File: config.mk
export PLATFORM = sky130hd
export DESIGN_NAME = writeback_arbiter_flat
export DESIGN_NICKNAME = d
export VERILOG_FILES = /design/src/rtl/writeback_arbiter_pkg.sv /design/src/rtl/writeback_arbiter_if.sv /design/src/rtl/writeback_arbiter_rr_priority_picker.sv /design/src/rtl/writeback_arbiter.sv /design/src/flat_wrapper.sv
export SDC_FILE = /design/constraint.sdc
export NUM_CORES = 1
export LEC_CHECK = 0
export BUFFER_PORTS_ARGS = -buffer_cell sky130_fd_sc_hd__buf_4
export CORE_ASPECT_RATIO = 1.4
export CORE_MARGIN = 3
export CORE_UTILIZATION = 46
export DETAILED_ROUTE_END_ITERATION = 7
export GPL_ROUTABILITY_DRIVEN = 0
export PLACE_DENSITY = 0.9
export SETUP_SLACK_MARGIN = 0.05
export SLEW_MARGIN = 10
export SYNTH_ARGS = -nofsm -noshare
export SYNTH_HDL_FRONTEND = slang
export SYNTH_SLANG_ARGS = --single-unit
File: constraint.sdc
create_clock -name clk -period 5.8 [get_ports clk]
set_input_delay 0.87 -clock clk [delete_from_list [all_inputs] [get_ports clk]]
set_output_delay 0.87 -clock clk [all_outputs]
set_load 0.03 [all_outputs]
File: src/rtl/writeback_arbiter_pkg.sv
// Shared types and widths for the write-back arbiter.
// Optional feature macro: WRITEBACK_FORWARD_EN (see writeback_arbiter.sv).
package writeback_arbiter_pkg;

    localparam int unsigned REGISTER_DESCRIPTOR_WIDTH = 5;
    localparam int unsigned OPERAND_WIDTH             = 32;
    localparam int unsigned NUM_WB_REQUESTERS         = 4;

    // One pending write-back request: destination register and its data.
    typedef struct packed {
        logic [REGISTER_DESCRIPTOR_WIDTH-1:0] register_descriptor;
        logic [OPERAND_WIDTH-1:0]             operand;
    } wb_req_t;

    // Register 0 is hard-wired; a write to it must not reach the register file.
    function automatic logic writes_cell(input logic [REGISTER_DESCRIPTOR_WIDTH-1:0] desc);
        return desc != '0;
    endfunction

endpackage

File: src/rtl/writeback_arbiter_if.sv
// Request-side handshake bundle between execution units and the write-back arbiter.
interface writeback_arbiter_if
    import writeback_arbiter_pkg::*;
#(
    parameter int unsigned NUM_REQUESTERS = NUM_WB_REQUESTERS
);
    logic [NUM_REQUESTERS-1:0]                                req_valid_input;
    logic [NUM_REQUESTERS-1:0][REGISTER_DESCRIPTOR_WIDTH-1:0] req_register_input;
    logic [NUM_REQUESTERS-1:0][OPERAND_WIDTH-1:0]             req_result_input;
    logic [NUM_REQUESTERS-1:0]                                req_ready_output;
    logic                                                     stall_input;

    // Execution-unit side.
    modport master (
        output req_valid_input,
        output req_register_input,
        output req_result_input,
        output stall_input,
        input  req_ready_output
    );

    // Arbiter side.
    modport slave (
        input  req_valid_input,
        input  req_register_input,
        input  req_result_input,
        input  stall_input,
        output req_ready_output
    );
endinterface

File: src/rtl/writeback_arbiter_rr_priority_picker.sv
// Round-robin find-first: first valid requester at or after ptr, wrapping.
module writeback_arbiter_rr_priority_picker #(
    parameter int unsigned NUM_REQUESTERS = 4,
    localparam int unsigned REQ_ID_WIDTH  = $clog2(NUM_REQUESTERS)
) (
    input  logic [NUM_REQUESTERS-1:0] valid_i,
    input  logic [REQ_ID_WIDTH-1:0]   ptr_i,
    output logic [NUM_REQUESTERS-1:0] grant_o,
    output logic [REQ_ID_WIDTH-1:0]   win_o,
    output logic                      any_valid_o
);

    // Scan offsets from farthest to nearest so the nearest valid slot wins.
    always_comb begin
        int unsigned             idx;
        logic [REQ_ID_WIDTH-1:0] idx_w;
        win_o = '0;
        for (int unsigned k = 0; k < NUM_REQUESTERS; k++) begin
            idx = 32'(ptr_i) + (NUM_REQUESTERS - 1 - k);
            if (idx >= NUM_REQUESTERS) begin
                idx = idx - NUM_REQUESTERS;
            end
            idx_w = REQ_ID_WIDTH'(idx);
            if (valid_i[idx_w]) begin
                win_o = idx_w;
            end
        end
    end

    // One-hot grant derived from the winning index.
    always_comb begin
        grant_o = '0;
        if (any_valid_o) begin
            grant_o[win_o] = 1'b1;
        end
    end

    assign any_valid_o = |valid_i;

endmodule

File: src/rtl/writeback_arbiter.sv
// Round-robin arbiter sharing the register-file write-back port.
// Define WRITEBACK_FORWARD_EN to expose the accept-cycle bypass ports.
module writeback_arbiter
    import writeback_arbiter_pkg::*;
#(
    parameter int unsigned NUM_REQUESTERS = NUM_WB_REQUESTERS,
    localparam int unsigned REQ_ID_WIDTH  = $clog2(NUM_REQUESTERS)
) (
    input  logic                                 clk,
    input  logic                                 rst,
    writeback_arbiter_if.slave                   bus,
    output logic                                 write_back_output,
    output logic [REGISTER_DESCRIPTOR_WIDTH-1:0] write_back_register_output,
    output logic [OPERAND_WIDTH-1:0]             result_output,
`ifdef WRITEBACK_FORWARD_EN
    output logic                                 fwd_valid_output,
    output logic [REGISTER_DESCRIPTOR_WIDTH-1:0] fwd_register_output,
    output logic [OPERAND_WIDTH-1:0]             fwd_result_output,
`endif
    output logic [REQ_ID_WIDTH-1:0]              grant_id_output
);

    wb_req_t                                req [NUM_REQUESTERS];
    logic [NUM_REQUESTERS-1:0]              grant;
    logic [REQ_ID_WIDTH-1:0]                win;
    logic                                   any_valid;
    logic                                   accept;

    logic [REQ_ID_WIDTH-1:0]                ptr_q, ptr_d;
    logic                                   wb_q, wb_d;
    logic [REGISTER_DESCRIPTOR_WIDTH-1:0]   reg_q, reg_d;
    logic [OPERAND_WIDTH-1:0]               res_q, res_d;
    logic [REQ_ID_WIDTH-1:0]                gid_q, gid_d;

    // Bundle the per-requester fields into request structs.
    always_comb begin
        for (int unsigned i = 0; i < NUM_REQUESTERS; i++) begin
            req[i].register_descriptor = bus.req_register_input[i];
            req[i].operand             = bus.req_result_input[i];
        end
    end

    writeback_arbiter_rr_priority_picker #(
        .NUM_REQUESTERS (NUM_REQUESTERS)
    ) u_picker (
        .valid_i     (bus.req_valid_input),
        .ptr_i       (ptr_q),
        .grant_o     (grant),
        .win_o       (win),
        .any_valid_o (any_valid)
    );

    // Ready is gated by reset so nothing is accepted while rst is held low.
    assign accept               = rst && !bus.stall_input && any_valid;
    assign bus.req_ready_output = accept ? grant : '0;

`ifdef WRITEBACK_FORWARD_EN
    assign fwd_valid_output    = accept && writes_cell(req[win].register_descriptor);
    assign fwd_register_output = req[win].register_descriptor;
    assign fwd_result_output   = req[win].operand;
`endif

    // Next-state: capture the winner on accept, otherwise hold data and drop the strobe.
    always_comb begin
        ptr_d = ptr_q;
        wb_d  = 1'b0;
        reg_d = reg_q;
        res_d = res_q;
        gid_d = gid_q;
        if (accept) begin
            reg_d = req[win].register_descriptor;
            res_d = req[win].operand;
            gid_d = win;
            wb_d  = writes_cell(req[win].register_descriptor);
            ptr_d = (win == REQ_ID_WIDTH'(NUM_REQUESTERS - 1)) ? '0 : win + REQ_ID_WIDTH'(1);
        end
    end

    // State registers; async reset discards any in-flight write.
    always_ff @(posedge clk or negedge rst) begin
        if (!rst) begin
            ptr_q <= '0;
            wb_q  <= 1'b0;
            reg_q <= '0;
            res_q <= '0;
            gid_q <= '0;
        end else begin
            ptr_q <= ptr_d;
            wb_q  <= wb_d;
            reg_q <= reg_d;
            res_q <= res_d;
            gid_q <= gid_d;
        end
    end

    assign write_back_output          = wb_q;
    assign write_back_register_output = reg_q;
    assign result_output              = res_q;
    assign grant_id_output            = gid_q;

endmodule

File: src/flat_wrapper.sv
// flat-port wrapper written by rule: the top's interface ports become plain ports
module writeback_arbiter_flat import writeback_arbiter_pkg::*;
#(
    parameter int unsigned NUM_REQUESTERS = NUM_WB_REQUESTERS,
    localparam int unsigned REQ_ID_WIDTH  = $clog2(NUM_REQUESTERS)
)
  (clk, rst, write_back_output, write_back_register_output, result_output, grant_id_output, bus_req_valid_input, bus_req_register_input, bus_req_result_input, bus_stall_input, bus_req_ready_output);
  writeback_arbiter_if #(.NUM_REQUESTERS(NUM_REQUESTERS)) bus_i ();
  input  logic clk;
  input  logic rst;
  output logic write_back_output;
  output logic [REGISTER_DESCRIPTOR_WIDTH-1:0] write_back_register_output;
  output logic [OPERAND_WIDTH-1:0] result_output;
  output logic [REQ_ID_WIDTH-1:0] grant_id_output;
  input wire logic [$bits(bus_i.req_valid_input)-1:0] bus_req_valid_input;
  input wire logic [$bits(bus_i.req_register_input)-1:0] bus_req_register_input;
  input wire logic [$bits(bus_i.req_result_input)-1:0] bus_req_result_input;
  input wire logic [$bits(bus_i.stall_input)-1:0] bus_stall_input;
  output wire logic [$bits(bus_i.req_ready_output)-1:0] bus_req_ready_output;
  assign bus_i.req_valid_input = bus_req_valid_input;
  assign bus_i.req_register_input = bus_req_register_input;
  assign bus_i.req_result_input = bus_req_result_input;
  assign bus_i.stall_input = bus_stall_input;
  assign bus_req_ready_output = bus_i.req_ready_output;
  writeback_arbiter #(.NUM_REQUESTERS(NUM_REQUESTERS)) u_core (.clk(clk), .rst(rst), .bus(bus_i), .write_back_output(write_back_output), .write_back_register_output(write_back_register_output), .result_output(result_output), .grant_id_output(grant_id_output));
endmodule
==> results of run 1 <==
worst register-to-register path, cell delays in order, from the launching register on:
cell      delay, ps
dfrtp_1         420
nand2b_1        170
a21o_1          570
and2_1          380
inv_4           580
a211oi_1        200
a311oi_1        360
a21o_1          130
how the worst max path moves through the flow:
stage	end	startpoint	slack (ps)
after CTS	bus_req_ready_output[3]	bus_req_valid_input[0]	1800
after global routing	bus_req_ready_output[3]	bus_req_valid_input[0]	1590
after global placement	bus_req_ready_output[3]	bus_req_valid_input[0]	1950
after detailed placement	bus_req_ready_output[3]	bus_req_valid_input[0]	1800
final	bus_req_ready_output[3]	bus_req_valid_input[0]	1760
after floorplan	bus_req_ready_output[1]	bus_req_valid_input[1]	2640
synthesized netlist by cell type, types with 2 or more instances:
master	instances	area share (%)
buf_2	11	1.9
clkbuf_1	18	2.3
a211oi_1	30	7.6
o31ai_1	2	0.51
nand2_1	80	10
ha_1	4	1.7
a21oi_1	2	0.34
a311oi_1	32	9.5
inv_1	4	0.51
dfrtp_1	42	36
and2_1	6	1.3
buf_1	3	0.38
and3_1	39	8.3
nand2b_1	2	0.42
nor2_1	2	0.25
o21ai_1	4	0.68
a31o_1	3	0.89
buf_6	5	1.9
a211oi_2	10	4.2
a21o_1	33	8.4
flip-flops by register name (all words and copies together) (netlist names):
register / cells
u_core.write_back_register_output: 5
u_core.grant_id_output: 2
u_core.write_back_output: 1
u_core.ptr_q: 2
u_core.result_output: 32
cell families (layout without fill, tap and decap cells):
family	Yosys count	after routing	share of synthesized area (%)
compound gates	121	121	33.9
fa+ha+maj	4	4	1.69
buf+inv	44	216	7.79
flops	42	42	35.6
simple gates	132	132	21.1
layout by cell type, fill, tap and decap left out, types with 2 or more instances in the layout:
| cell type | instances |
|---|---|
| a211oi_1 | 30 |
| nor2_1 | 2 |
| a21o_1 | 33 |
| dfrtp_1 | 42 |
| nand2b_1 | 2 |
| nand2_1 | 80 |
| inv_1 | 4 |
| a31o_1 | 3 |
| clkbuf_8 | 6 |
| buf_4 | 202 |
| ha_1 | 4 |
| a311oi_1 | 32 |
| and2_1 | 6 |
| and3_1 | 39 |
| o31ai_1 | 2 |
| a211oi_2 | 9 |
| o21ai_1 | 4 |
| a21oi_1 | 2 |
layout make-up:
type | count | area [sq um] | area share [%]
timing repair buffer | 202 | 1520 | 34.1
clock buffer | 7 | 86.3 | 1.94
multi-input combinational | 257 | 1680 | 37.8
sequential | 42 | 1050 | 23.6
clock inverter | 1 | 5.00 | 0.112
inverter | 6 | 25.0 | 0.562
tap | 70 | 87.6 | 1.97
power groups by stage:
stage                     clock network, mW  registers [mW]  logic [mW]
after floorplan                           0           0.635       0.439
after global placement                    0           0.451       0.913
after detailed placement                  0           0.454       0.940
after CTS                             0.198           0.450       0.941
after global routing                  0.209           0.462        1.01
final                                 0.195           0.451       0.941
through the flow:
step	area, sq um	worst slack [ps]	hold slack, ps
final	4450	1760	481
after global routing	4450	1590	502
after CTS	4450	1800	485
after detailed placement	4360	1800	467
after global placement	4360	1950	461
after floorplan	2960	2640	522
per-layer routing:
metal	routed length [um]	share of wire, %	up-vias
met3	788	7.7	34
li1	-	-	1612
met1	3660	36	1624
met4	401	3.9	0
met5	0	0	-
met2	5430	53	198
==> run metrics, run 1 <==
status complete, no violations; Distinct cells, synth 31; clk slew on worst S/H paths 80 ps; layout cells sized above 1 43.3%; post-layout net count 673; placed cells 577; Syn. warnings 0; initial antenna violation count 0; I/O pin cnt 199; critical path depth 8; minimum clock period 4040 ps; sequential area share after synthesis 35.6%; Critical Path AT 3170 ps; Tcrit/Tclk final 69.7%; share of power burned in registers 28.4%; Starting DRT DRC Count 278; TritonCTS buffer count 5; drt first pass iters 4; crit start category primary input; CP endpoint kind output pin; met3 Use GR 5.09%; GR Util met1 31.0%; slowest stage delay, CP 830 ps; Max VDD drop 308 uV; Clk pwr share 12.3%; via count 3468; Worst-Margin Slew 1070 ps; Reg2Reg Setup Slack 2950 ps; drt wl/cell 17.6 um; hold path depth 1; Hold Fails Final Rpt 0; Final setup violation count 0; clk sinks 42; grt peak-use layer met2; Most Frequent Cell on Critical Path buf_4; die height 101 um; hold_buf cts 0; RSZ-0062 raised after global routing false; Synth Area per Inst 8.62 sq um; met2 usage 46.4%; Buf+Inv Stages, Crit Path 3; switch share 46.3%; worst-path maximum fanout 40; die width 73.7 um; Max transition margin 28.7%; Int Pwr 0.852 mW; Fillers 477; Layout area overhead 50.7%; Post-Syn Nets 502; antenna viol nets, final 0; DRC violations left 0; RR Endpoint u_core.result_output[11]; Skew-Pair Late Insertion Delay 290 ps; Core Box Area 0.00603 sq mm; EDFF count, synth 0; Clock Tree Buf Depth 2; Post-CTS Setup Bufs 0; FF-to-FF path depth 7; Power Dens Cells 356 mW/mm^2; # rows 33; Root Buffer clkbuf_8; Mapped Cells 343; vias per cell 5.93; LEAKAGE 2.40 nW; clk_skew 4.65 ps; crit path cell chain buf_4, nand2b_1, a21o_1, and2_1, buf_4, ha_1, and2_1, buf_4; Synth Flop Type dfrtp_1; first-pass GRT wire length 15800 um; starting density of the core 49.0%; largest net degree at the start of global routing 81; Mapped Area 0.00296 sq mm; P_sw 0.734 mW; RR Startpoint u_core.ptr_q[0]; final WL 10300 um; Comb pwr share 59.3%; Post-Layout Cell Count 585; Hold Crit Endpoint u_core.result_output[7]; HP Class reg -> reg; CTS resizes 0; overall power 1.59 mW; Final Max Tran Viols 0; setup_tns 0 ps; ANT cells 0; family with the most delay on the worst path compound AO/OA/AOI/OAI gates; Total Routing Usage GR 26.7%; CP Class in -> out; Hold Crit Start u_core.result_output[7]; aggregate global routing overflow 0; Slowest-stage cell, CP a21o_1; Max-cap violations 0; Critical Path RT 4930 ps; dpl hpwl 7540 um; IO Port Bufs 198; die area 0.00744 sq mm; #FFs+latches synth 42; H-tree depth 2; asr flop ratio synth 100%; final core occ 73.9%; Fmax 247 MHz; vias in the first global route 3521; TritonCTS clock tree yes
(Power assumes the default switching activity.)
==> inputs of run 2 (changes only) <==
- CORE_UTILIZATION: 46 -> 38
- PLACE_DENSITY: 0.9 -> 0.8
- clock period: 5.8 -> 3.4 ns (I/O delays scaled with it)
==> run 2 against run 1 <==
  * Core utilization is 13 points lower
  * Sequential cell count stayed put
  * Clock power is 58% higher
  * Worst hold slack worse by 270 ps
  * Die area is 20% higher
  * Setup slack worse by 1200 ps
  * Critical path depth stayed put
  * Clock skew is 2.0 ps higher
  * Final cell count is 5.0% higher
  * First-iteration DRC count is 11% lower
  * Critical path type is now reg -> out
  * Critical endpoint is now bus_req_ready_output[0]
  * Largest cell class unchanged
  * Largest power group unchanged
==> run metrics, run 2 (synthesis results as in run 1) <==
most frequent cells in the layout buf_4 (205), nand2_1 (80), dfrtp_1 (42), and3_1 (39), a21o_1 (33); clk sinks 42 (unchanged); hold_buf cts 0 (unchanged); RSZ-0062 raised after global routing false; Worst-Margin Slew 539 ps (-531 ps); Core Box Area 0.00745 sq mm (+24%); # rows 37 (+12%); drt first pass iters 4 (unchanged); Hold Fails Final Rpt 0 (unchanged); first-pass GRT wire length 15200 um (-3.5%); Reg2Reg Setup Slack 790 ps (-2160 ps); I/O pin cnt 199 (unchanged); Max VDD drop 345 uV (+12%); crit start category register; TritonCTS clock tree yes; Final Max Tran Viols 0 (unchanged); GR Util met1 26.4% (-4.5 points); Fmax 348 MHz; Final setup violation count 0 (unchanged); Max-cap violations 0 (unchanged); Layout area overhead 53.0%; Tcrit/Tclk final 84.4%; post-layout net count 677 (+0.59%); IO Port Bufs 198 (unchanged); H-tree depth 2 (unchanged); max reg flops 32 (unchanged); starting density of the core 39.7% (-9.4 points); die area 0.00889 sq mm (+20%); ANT cells 0 (unchanged); CTS resizes 0 (unchanged); RR Endpoint u_core.result_output[3]; Power Dens Cells 596 mW/mm^2 (+67%); aggregate global routing overflow 0 (unchanged); CP Class reg -> out; met2 usage 38.9% (-7.5 points); layout cells sized above 1 43.7% (+0.41 points); Post-CTS Setup Bufs 0 (unchanged); HP Class in -> async; Skew-Pair Late Insertion Delay 280 ps (about the same); status complete, no violations; Critical Path RT 2890 ps (-2040 ps); largest net degree at the start of global routing 81 (unchanged); vias per cell 5.36 (-9.6%); Root Buffer clkbuf_8; TritonCTS buffer count 5 (unchanged); Total Routing Usage GR 21.8% (-4.9 points); DRC violations left 0 (unchanged); initial antenna violation count 0 (unchanged); die width 80.5 um (+9.2%); LEAKAGE 2.42 nW (+0.81%); RR Startpoint u_core.ptr_q[0]; Fillers 670 (+40%); overall power 2.69 mW (+70%); clk slew on worst S/H paths 80 ps (about the same); met3 Use GR 4.23% (-0.86 points); setup_tns 0 ps (unchanged); most common cell after layout, fill and taps aside buf_4; grt peak-use layer met2; Critical Path AT 2360 ps (-810 ps); worst-path maximum fanout 48 (+20%); final WL 10200 um (-0.91%); FF-to-FF path depth 9 (+2); via count 3292 (-5.1%); die height 110 um (+9.4%); vias in the first global route 3183 (-9.6%); Max transition margin 64.1% (+35 points); drt wl/cell 16.6 um (-5.6%); Clock Tree Buf Depth 2 (unchanged); Starting DRT DRC Count 248 (-11%); CP endpoint kind output pin; antenna viol nets, final 0 (unchanged); dpl hpwl 7510 um (-0.47%); minimum clock period 2870 ps; clk_skew 6.63 ps (+1.98 ps)
## run 2: cell count changes in the layout (fill, tap and decap cells not counted)
cell,change
clkbuf_1,-1
buf_12,+1
buf_4,+3
clkinv_2,-1
## run 2: per-layer routing
metal  wire length [um]  up-vias
met4                146        0
met2               5390      130
met3                642       10
li1                   -     1613
met5                  0        -
met1               4010     1539
## run 2: worst max-delay path, stage by stage (launching register included)
cell and delay [ps]:
dfrtp_1 430, nand2b_1 190, a21o_1 190, and2_1 150, buf_4 210, inv_4 390
ha_1 230, and2_1 110, buf_4 150
## run 2: final cells by class
cell class              count  area, sq um  share of cell area [%]
clock buffers               6         82.6                    1.83
inverters                   6         25.0                   0.554
repair buffers            206         1560                    34.5
well taps                  97          121                    2.68
flip-flops and latches     42         1050                    23.2
multi-input cells         257         1680                    37.2
## run 2: how the worst max path moves through the flow
stage / from / end / slack [ps] / cells past startpoint
detailed placement: bus_req_valid_input[1] / u_core.result_output[3] / 700 / 10
global placement: bus_req_valid_input[1] / bus_req_ready_output[1] / 740 / 9
finish: u_core.ptr_q[0] / bus_req_ready_output[0] / 530 / 8
CTS: u_core.ptr_q[0] / bus_req_ready_output[0] / 530 / 8
floorplan: bus_req_valid_input[1] / bus_req_ready_output[1] / 960 / 7
global route: u_core.ptr_q[0] / bus_req_ready_output[1] / 340 / 8
## run 2: power by group
part | internal, mW | switching, mW | total, mW
registers | 0.666 | 0.106 | 0.772
logic | 0.642 | 0.972 | 1.61
clock network | 0.157 | 0.152 | 0.309
## run 2: stage by stage
| stage | cells | worst slack (ps) | utilization (%) | hold slack, ps | instance area (sq um) |
|---|---|---|---|---|---|
| 5_1_grt | 614 | 344 | 60.7 | 229 | 4520 |
| 6_report | 614 | 530 | 60.7 | 207 | 4520 |
| 4_1_cts | 614 | 528 | 60.7 | 225 | 4520 |
| 2_1_floorplan | 343 | 960 | - | 214 | 2960 |
| 3_3_place_gp | 608 | 738 | 59.5 | 461 | 4440 |
| 3_5_place_dp | 608 | 699 | 59.5 | 467 | 4440 |
==> inputs of run 3 (changes only) <==
- ABC_AREA: not set -> 1
- CORE_UTILIZATION: 38 -> 43
- PLACE_DENSITY: 0.8 -> 0.85
- clock period: 3.4 -> 2.7 ns (I/O delays scaled with it)
==> run 3 against run 2 <==
  * Critical path depth is 5 higher
  * Worst hold slack better by 1.5 ps
  * Sequential power grew 45%
  * Highest routed layer unchanged
  * Synthesized area increased by 2.0%
  * Sequential cell count stayed put
  * Combinational power increased to 2.7 times the previous value
  * Largest power group unchanged
  * Count of clock-buffer cells in the layout unchanged
  * Critical endpoint is now bus_req_ready_output[2]
  * Routed wire length up 7.5%
==> run metrics, run 3 <==
Fmax 401 MHz; crit start category register; worst-path maximum fanout 6 (-88%); die area 0.00806 sq mm (-9.2%); CP endpoint kind output pin; Total Routing Usage GR 26.2% (+4.3 points); Hold Fails Final Rpt 0 (unchanged); hold_buf cts 0 (unchanged); TritonCTS clock tree yes; Post-Synth XOR/XNOR Area 0% (unchanged); minimum clock period 2490 ps; Adder-Cell Fraction of Synth Area 1.66% (-0.033 points); EDFF count, synth 0 (unchanged); main combinational cell family by area after synthesis compound AO/OA/AOI/OAI gates; post-layout net count 791 (+17%); top cell type's share of synthesized area 34.9% (-0.69 points); first-pass GRT wire length 17200 um (+13%); Max-cap violations 0 (unchanged); TritonCTS buffer count 5 (unchanged); Core Box Area 0.00670 sq mm (-10%); Root Buffer clkbuf_8; Skew-Pair Late Insertion Delay 290 ps (about the same); most common cell after layout, fill and taps aside buf_4; setup_tns 0 ps (unchanged); via count 3782 (+15%); DRC violations left 0 (unchanged); I/O pin cnt 199 (unchanged); Worst-Margin Slew 572 ps (+32.6 ps); clk_skew 5.55 ps (-1.08 ps); Max transition margin 61.9% (-2.2 points); drt wl/cell 15.1 um (-8.9%); Final Max Tran Viols 0 (unchanged); Simple-Gate Fraction of Synth Area 22.6% (+1.5 points); IO Port Bufs 198 (unchanged); asr flop ratio synth 100% (unchanged); clk slew on worst S/H paths 80 ps (about the same); HP Class in -> async; #FFs+latches synth 42 (unchanged); die width 76.8 um (-4.7%); status complete, no violations; starting density of the core 45.0% (+5.3 points); H-tree depth 2 (unchanged); Layout area overhead 55.5%; most numerous cell in the Yosys netlist nand2_1; total area of sequential cells 0.00105 sq mm (+0.12%); layout cells sized above 1 38.2% (-5.5 points); # rows 35 (-5.4%); Critical Path AT 2090 ps (-270 ps); largest net degree at the start of global routing 55 (-32%); dpl hpwl 8290 um (+10%); Final setup violation count 0 (unchanged); synth top area cells dfrtp_1 (35%), nand2_1 (10%), inv_1 (7.8%); sequential area share after synthesis 34.9% (-0.69 points); Synth Area in Compound Gates 26.0% (-7.9 points); Fillers 570 (-15%); Post-Layout Cell Count 725 (+18%); aggregate global routing overflow 0 (unchanged); Tcrit/Tclk final 92.2%; drt first pass iters 5 (+1); Starting DRT DRC Count 239 (-3.6%); multi-input logic area 0.00154 sq mm (-8.7%); ANT cells 0 (unchanged); CP Class reg -> out; mux contribution to synthesized area 0% (unchanged); max reg flops 32 (unchanged); top cells by count, synth nand2_1 (81), inv_1 (63), o21ai_0 (45); Power Dens Cells 1260 mW/mm^2 (+110%); vias in the first global route 3681 (+16%); area leader, netlist dfrtp_1; Mapped Cells 440 (+28%); Clock Tree Buf Depth 2 (unchanged); antenna viol nets, final 0 (unchanged); final WL 11000 um (+7.5%); overall power 5.92 mW (+120%); LEAKAGE 2.48 nW (+2.4%); Mapped Area 0.00301 sq mm (+2.0%); Syn. warnings 0 (unchanged); Distinct cells, synth 27 (-13%); Synth Area per Inst 6.85 sq um (-20%); final core occ 69.9% (+9.3 points); Max VDD drop 980 uV (+180%); placed cells 711 (+17%); Post-Syn Nets 599 (+19%); initial antenna violation count 0 (unchanged); RSZ-0062 raised after global routing false; Synth Flop Type dfrtp_1; die height 105 um (-4.8%); vias per cell 5.22 (-2.7%); clk sinks 42 (unchanged); Critical Path RT 2300 ps (-590 ps); most frequent cells in the layout buf_4 (215), nand2_1 (80), inv_1 (63), o21ai_0 (45), nor2_1 (43)
[run 3: worst paths after layout]
path / from / end / depth (start not counted) / slack [ps]
max: u_core.ptr_q[0] / bus_req_ready_output[2] / 13 / 210
min: rst / u_core.write_back_register_output[2] / 2 / 210
max reg2reg: u_core.ptr_q[0] / u_core.write_back_output / 17 / 260
min reg2reg: u_core.grant_id_output[0] / u_core.grant_id_output[0] / 2 / 500
max in group asynchronous: rst / u_core.ptr_q[0] / 2 / 2080
min in group clk: bus_req_result_input[116] / u_core.result_output[20] / 3 / 390
[run 3: power breakdown]
| group | leakage, nW | switching [mW] | total [mW] | internal, mW |
|---|---|---|---|---|
| combinational | 1.95 | 2.77 | 4.36 | 1.59 |
| sequential | 0.484 | 0.191 | 1.12 | 0.934 |
| clock | 0.0472 | 0.231 | 0.437 | 0.206 |
| total | 2.48 | 3.19 | 5.92 | 2.73 |
[run 3: kinds of logic (layout without fill, tap and decap cells)]
family                   count (synthesis)  count (layout)
AND/OR/NAND/NOR                        164             164
adder cells (fa/ha/maj)                  4               4
flip-flops                              42              42
AO/OA/AOI/OAI                          129             129
buffers and inverters                  101             294
[run 3: through the flow]
| stage | hold slack (ps) | setup slack [ps] | area [sq um] |
|---|---|---|---|
| after global routing | 235 | 45.4 | 4690 |
| after detailed placement | 483 | 488 | 4530 |
| after global placement | 474 | 600 | 4530 |
| after CTS | 218 | 211 | 4620 |
| final | 209 | 209 | 4690 |
| after floorplan | 109 | 317 | 3010 |
[run 3: per-layer routing]
metal | wire [um] | global-route usage, % | vias to the layer above
li1 | - | - | 1851
met1 | 4000 | 29.8 | 1712
met2 | 5810 | 47.1 | 181
met3 | 729 | 4.74 | 38
met4 | 413 | 11.0 | 0
met5 | 0 | 0 | -
[run 3: timing repair]
action                                 CTS  global route
setup buffers                            0             6
resized for setup                        0             9
endpoints found under the hold margin    0             0
setup endpoints to repair                0             4
[run 3: critical path: stages, from the launching register on]
cell and delay (ps):
dfrtp_2 460, buf_4 170, nand2_1 70, o21ai_2 70, nand2_1 100, nand3_1 130
nand2_1 100, nand2_2 60, nand2_2 120, inv_2 70, ha_1 200, inv_1 70
nor2_2 40, buf_6 140
[run 3: area by class of cell]
type                    instances  share of cell area, %
clock buffers                   6                   1.76
clock inverters                 2                  0.267
inverters                      70                   5.61
multi-input cells             297                   32.8
flip-flops and latches         42                   22.5
well taps                      92                   2.46
repair buffers                216                   34.7
